$ cat src/rtl/cpu_pkg.sv
// Shared CPU definitions: branch sequencer state encoding, reset PC and statistics width.
package cpu_pkg;

  typedef enum logic [1:0] {
    ST_IDLE   = 2'd0,
    ST_EVAL   = 2'd1,
    ST_SETTLE = 2'd2,
    ST_UPDATE = 2'd3
  } br_state_e;

  localparam logic [31:0] PC_RESET_DEFAULT = 32'h0000_0000;
  localparam int unsigned STAT_W           = 16;

endpackage

$ cat src/rtl/branch_target_adder.sv
// Branch target: pc plus sign-extended offset, wrapping modulo 2^32. Purely combinational.
module branch_target_adder #(
  parameter int IMM_W = 19
) (
  input  logic [31:0]      pc,
  input  logic [IMM_W-1:0] offset,
  output logic [31:0]      target
);

  logic [31:0] offset_sx;

  assign offset_sx = {{(32-IMM_W){offset[IMM_W-1]}}, offset};
  assign target    = pc + offset_sx;

endmodule

$ cat src/rtl/branch_sequencer.sv
// Conditional-branch sequencer: IDLE->EVAL->SETTLE->UPDATE, start-to-done 4 cycles, start ignored while busy.
// Optional taken/not-taken saturating counters when BRANCH_STATS_EN is defined.
module branch_sequencer
  import cpu_pkg::*;
#(
  parameter logic [31:0] PC_RESET = PC_RESET_DEFAULT,
  parameter int          IMM_W    = 19
) (
  input  logic        clk,
  input  logic        clear,
  input  logic [31:0] instruction,
  input  logic        start,
  input  logic        pc_inc,
  input  logic        pc_load,
  input  logic [31:0] pc_data,
  input  logic        con_output,
  output logic        con_enable,
  output logic [31:0] pc,
  output logic        busy,
  output logic        done,
  output logic        taken
`ifdef BRANCH_STATS_EN
  ,
  output logic [STAT_W-1:0] taken_cnt,
  output logic [STAT_W-1:0] not_taken_cnt
`endif
);

  br_state_e        state_q, state_d;
  logic [31:0]      pc_q, pc_d;
  logic [IMM_W-1:0] offset_q, offset_d;
  logic             con_enable_q, con_enable_d;
  logic             done_q, done_d;
  logic             taken_q, taken_d;
  logic [31:0]      target;
  logic             unused_ir;

  // Only the offset field of the IR matters here.
  assign unused_ir = ^instruction[31:IMM_W];

  branch_target_adder #(
    .IMM_W (IMM_W)
  ) u_target (
    .pc     (pc_q),
    .offset (offset_q),
    .target (target)
  );

  always_comb begin
    state_d      = state_q;
    pc_d         = pc_q;
    offset_d     = offset_q;
    con_enable_d = 1'b0;
    done_d       = 1'b0;
    taken_d      = 1'b0;
    case (state_q)
      ST_IDLE: begin
        if (start) begin
          state_d      = ST_EVAL;
          // Registered so the CON strobe is a clean flop output during EVAL.
          con_enable_d = 1'b1;
        end else if (pc_load) begin
          pc_d = pc_data;
        end else if (pc_inc) begin
          pc_d = pc_q + 32'd1;
        end
      end
      ST_EVAL: begin
        state_d  = ST_SETTLE;
        offset_d = instruction[IMM_W-1:0];
      end
      ST_SETTLE: begin
        state_d = ST_UPDATE;
      end
      ST_UPDATE: begin
        state_d = ST_IDLE;
        done_d  = 1'b1;
        taken_d = con_output;
        if (con_output) begin
          pc_d = target;
        end
      end
      default: begin
        state_d = ST_IDLE;
      end
    endcase
  end

  always_ff @(posedge clk or negedge clear) begin
    if (!clear) begin
      state_q      <= ST_IDLE;
      pc_q         <= PC_RESET;
      offset_q     <= '0;
      con_enable_q <= 1'b0;
      done_q       <= 1'b0;
      taken_q      <= 1'b0;
    end else begin
      state_q      <= state_d;
      pc_q         <= pc_d;
      offset_q     <= offset_d;
      con_enable_q <= con_enable_d;
      done_q       <= done_d;
      taken_q      <= taken_d;
    end
  end

  assign con_enable = con_enable_q;
  assign pc         = pc_q;
  assign busy       = (state_q != ST_IDLE);
  assign done       = done_q;
  assign taken      = taken_q;

`ifdef BRANCH_STATS_EN
  logic [STAT_W-1:0] taken_cnt_q, taken_cnt_d;
  logic [STAT_W-1:0] not_taken_cnt_q, not_taken_cnt_d;

  always_comb begin
    taken_cnt_d     = taken_cnt_q;
    not_taken_cnt_d = not_taken_cnt_q;
    if (state_q == ST_UPDATE) begin
      if (con_output) begin
        if (taken_cnt_q != '1) taken_cnt_d = taken_cnt_q + 1'b1;
      end else begin
        if (not_taken_cnt_q != '1) not_taken_cnt_d = not_taken_cnt_q + 1'b1;
      end
    end
  end

  always_ff @(posedge clk or negedge clear) begin
    if (!clear) begin
      taken_cnt_q     <= '0;
      not_taken_cnt_q <= '0;
    end else begin
      taken_cnt_q     <= taken_cnt_d;
      not_taken_cnt_q <= not_taken_cnt_d;
    end
  end

  assign taken_cnt     = taken_cnt_q;
  assign not_taken_cnt = not_taken_cnt_q;
`endif

endmodule
$ cat config.mk
export PLATFORM = sky130hd
export DESIGN_NAME = branch_sequencer
export DESIGN_NICKNAME = d
export VERILOG_FILES = /design/src/rtl/cpu_pkg.sv /design/src/rtl/branch_target_adder.sv /design/src/rtl/branch_sequencer.sv
export SDC_FILE = /design/constraint.sdc
export NUM_CORES = 1
export LEC_CHECK = 0
export BUFFER_PORTS_ARGS = -buffer_cell sky130_fd_sc_hd__buf_2
export CORE_AREA = 4 4 100 102
export DETAILED_ROUTE_END_ITERATION = 8
export DIE_AREA = 0 0 104 106
export GPL_ROUTABILITY_DRIVEN = 0
export PLACE_DENSITY = 0.8
export SLEW_MARGIN = 5
export SYNTH_ARGS = -nofsm -noshare
export SYNTH_HDL_FRONTEND = slang
export SYNTH_SLANG_ARGS = --single-unit
$ cat constraint.sdc
create_clock -name clk -period 3.3 [get_ports clk]
set_input_delay 0.165 -clock clk [delete_from_list [all_inputs] [get_ports clk]]
set_output_delay 0.165 -clock clk [all_outputs]
set_load 0.02 [all_outputs]
==> summary.txt <==
Worst setup path
  – CP Data Required Time: 3.52 ns
  – CP arrival: 3.35 ns
  – Critical path cell sequence: ha_1 > fa_1 > a21oi_1 > o211ai_2 > a41oi_2 > a21oi_1 > o31ai_2 > o221ai_1 > mux2i_1 > o22a_1
  – Crit path largest cell delay: 0.47 ns
  – Setup CP Type: reg2reg
  – Cell mode on critical path: a21oi_1
  – Startpoint types: flip-flop
  – R2r worst-path depth: 10
  – CP max FO: 7
  – Crit. End Element: flip-flop
  – Critical Path Slowest Stage Cell: dfrtp_1

Final layout
  – Area growth, synth to finish: 13.5%
  – N_diodes: 0
  – Cell area after layout: 5650 µm²
  – Ratio of cells with drive above 1 in the final layout: 0.214
  – Final core utilization: 0.620
  – Nets@finish: 788

GRT
  – Largest net degree at the start of global routing: 65
  – Grt total ovfl: 0
  – Initial antenna violation count: 0
  – Vias in the first global route: 4708
  – Gr usage total: 0.245
  – Global-route wire length before repair: 22700 µm

CTS
  – Worst-path clk slew: 0.11 ns
  – Maximum clock path buffer count: 2
  – Sink Count: 56
  – H-tree Lvls: 2
  – TritonCTS buffer count: 5
  – Clock Latency Late Sink: 0.32 ns
  – CTS root buffer: clkbuf_8
  – CTS tree: done
  – # resized after CTS: 0

Logic synthesis
  – Post-synth EDFFs: 0
  – Post-synth top area cell: dfrtp_1
  – Net Count, Synth: 708
  – Async set-reset flop share out of synthesis: 1.00
  – Flops & latches, synth: 56
  – Mapped cell area: 4980 µm²
  – Main area contributors after synthesis: dfrtp_1, ha_1, o21ai_0
  – Post-synth top area share: 0.281
  – Synth cell types: 67
  – Mapped Cells: 601
  – Prevailing post-synth register cell: dfrtp_1
  – Mean Syn Cell Area: 8.28 µm²
  – Synth Warn #: 0
  – Sequential-to-total area share from yosys stat: 0.281

Min path
  – Worst hold stages: 2
  – Hold Crit Class: in2reg

Placement
  – I/O Buffers: 92
  – Instance area at placement: 5530 µm²
  – Dpl ws: 0.300 ns
  – Hpwl dp: 10300 µm

Die
  – Initial core utilization: 0.547
  – Die H: 106 µm
  – Die ar.: 11000 µm²
  – Row count: 35
  – Die X: 104 µm
  – CORE AREA: 9110 µm²
  – IO Pins: 106

STA
  – Max Slew Vio Count: 0
  – FMAX: 320 MHz
  – TNS Setup: 0 ns
  – Setup repair after global routing missed its margin: no
  – Worst rel slew slack: 0.397
  – Crit share post-route: 0.947
  – Final worst setup slack: 0.175 ns
  – Final Setup Violations: 0
  – Crit path time final: 3.12 ns
  – Actual slew at the worst max-slew pin: 0.905 ns
  – Clock Skews: 0.0111 ns
  – Final hold violation count: 0

Routing
  – DRC viols: 0
  – Drt initial violations: 251
  – Wirelength, routed: 13400 µm
  – Vias per cell: 6.16
  – Post-DR wirelength/cell: 16.9 µm
  – Vias: 4888
  – First-pass detailed-route iteration total: 7
  – Routed Antenna Nets: 0

Power and ir drop
  – Max IR drop VDD: 0.000541 V
  – Cell Pwr Density: 1180 nW/µm²
  – Leak: 2.61 nW
  – Final Power: 6.69 mW

Status
  – Status: finished, final reports clean

Job
  – Max-cap check violation count: 0
## Yosys cell counts, types with 7 or more instances
| cell type | instances |
|---|---|
| o21ai_0 | 55 |
| ha_1 | 36 |
| mux2i_1 | 14 |
| inv_1 | 16 |
| xor2_1 | 18 |
| and2_1 | 8 |
| a21o_1 | 12 |
| nand2b_1 | 7 |
| nand3_1 | 15 |
| nand4_1 | 12 |
| a21oi_1 | 50 |
| dfrtp_1 | 56 |
| clkbuf_1 | 21 |
| mux2_2 | 20 |
| nand2_1 | 66 |
| and3_1 | 9 |
| nor3_1 | 14 |
| xnor2_1 | 25 |
| nor2_1 | 48 |
## logic make-up after synthesis
| kind of cell | count (synthesis) | synth area share |
|---|---|---|
| AND/OR/NAND/NOR | 201 | 0.200 |
| AO/OA/AOI/OAI | 187 | 0.242 |
| flip-flops | 56 | 0.281 |
| XOR/XNOR | 43 | 0.0756 |
| buffers and inverters | 43 | 0.0329 |
| adder cells (fa/ha/maj) | 37 | 0.0945 |
| multiplexers | 34 | 0.0734 |
## through the flow
| step | cells | hold slack, ns |
|---|---|---|
| CTS | 793 | 0.0622 |
| detailed placement | 784 | 0.220 |
| finish | 793 | 0.0624 |
| global route | 793 | 0.0604 |
| floorplan | 601 | -0.131 |
| global placement | 784 | 0.217 |
## worst max-delay path, delay by kind of cell (launching register included)
family          cells  cell delay, ns
compound gates      7            1.69
fa+ha+maj           2            0.68
flops               1            0.47
mux                 1            0.17
## what timing repair did
item                      CTS  global route
setup buffers               0             0
hold endpoints to repair   25             0
hold buffers                1             0
## power by group
group,total (mW),internal (mW),switching (mW)
sequential,1.48,1.02,0.455
clock,0.480,0.231,0.250
combinational,4.73,1.96,2.77
total,6.69,3.21,3.48
## state kept, by name, indices dropped and copies added (netlist names)
| register | flops |
|---|---|
| taken | 1 |
| con_enable | 1 |
| offset_q | 19 |
| state_q | 2 |
| pc | 32 |
| done | 1 |
## final timing paths
check | start | endpoint | slack [ns]
setup reg to reg | pc[0] | pc[28] | 0.18
hold / removal | start | state_q[1] | 0.06
max in group asynchronous | clear | offset_q[2] | 2.06
setup / recovery | pc[0] | pc[28] | 0.18
hold reg to reg | offset_q[2] | offset_q[2] | 0.53
min in group asynchronous | clear | con_enable | 0.38
## cell usage in the layout (no fill, tap or decap), drive strengths merged, types with 4 or more instances in the layout
master	netlist	final
inv	16	17
xor2	18	18
dfrtp	56	56
and4	4	4
nand2	67	67
a211oi	5	5
o211ai	4	4
nand4	13	13
and2	8	8
o22ai	5	5
xnor2	25	25
a31oi	6	6
a21o	12	12
nand2b	7	7
clkbuf	21	5
buf	6	99
o21a	5	5
o21ai	61	61
o221ai	4	4
o21bai	4	4
mux2	20	20
a22oi	5	5
nor3	15	15
nor2	48	48
ha	36	36
mux2i	14	14
nand3	15	15
a21oi	53	53
and3	9	9
## layer usage
layer	track usage	up-vias	wire, µm
met2	0.408	191	6360
met5	0	-	0
met3	0.0370	37	811
li1	-	2359	-
met4	0.0826	0	351
met1	0.326	2301	5920
## area by class of cell
cell class	instances	area [µm²]
fill	802	3460
multi-input combinational	502	3410
sequential	56	1400
timing repair buffer	100	523
tap	111	139
clock buffer	5	68.8
inverter	16	60.1
clock inverter	3	46.3
Note: power is estimated with default switching activity, not from simulation.
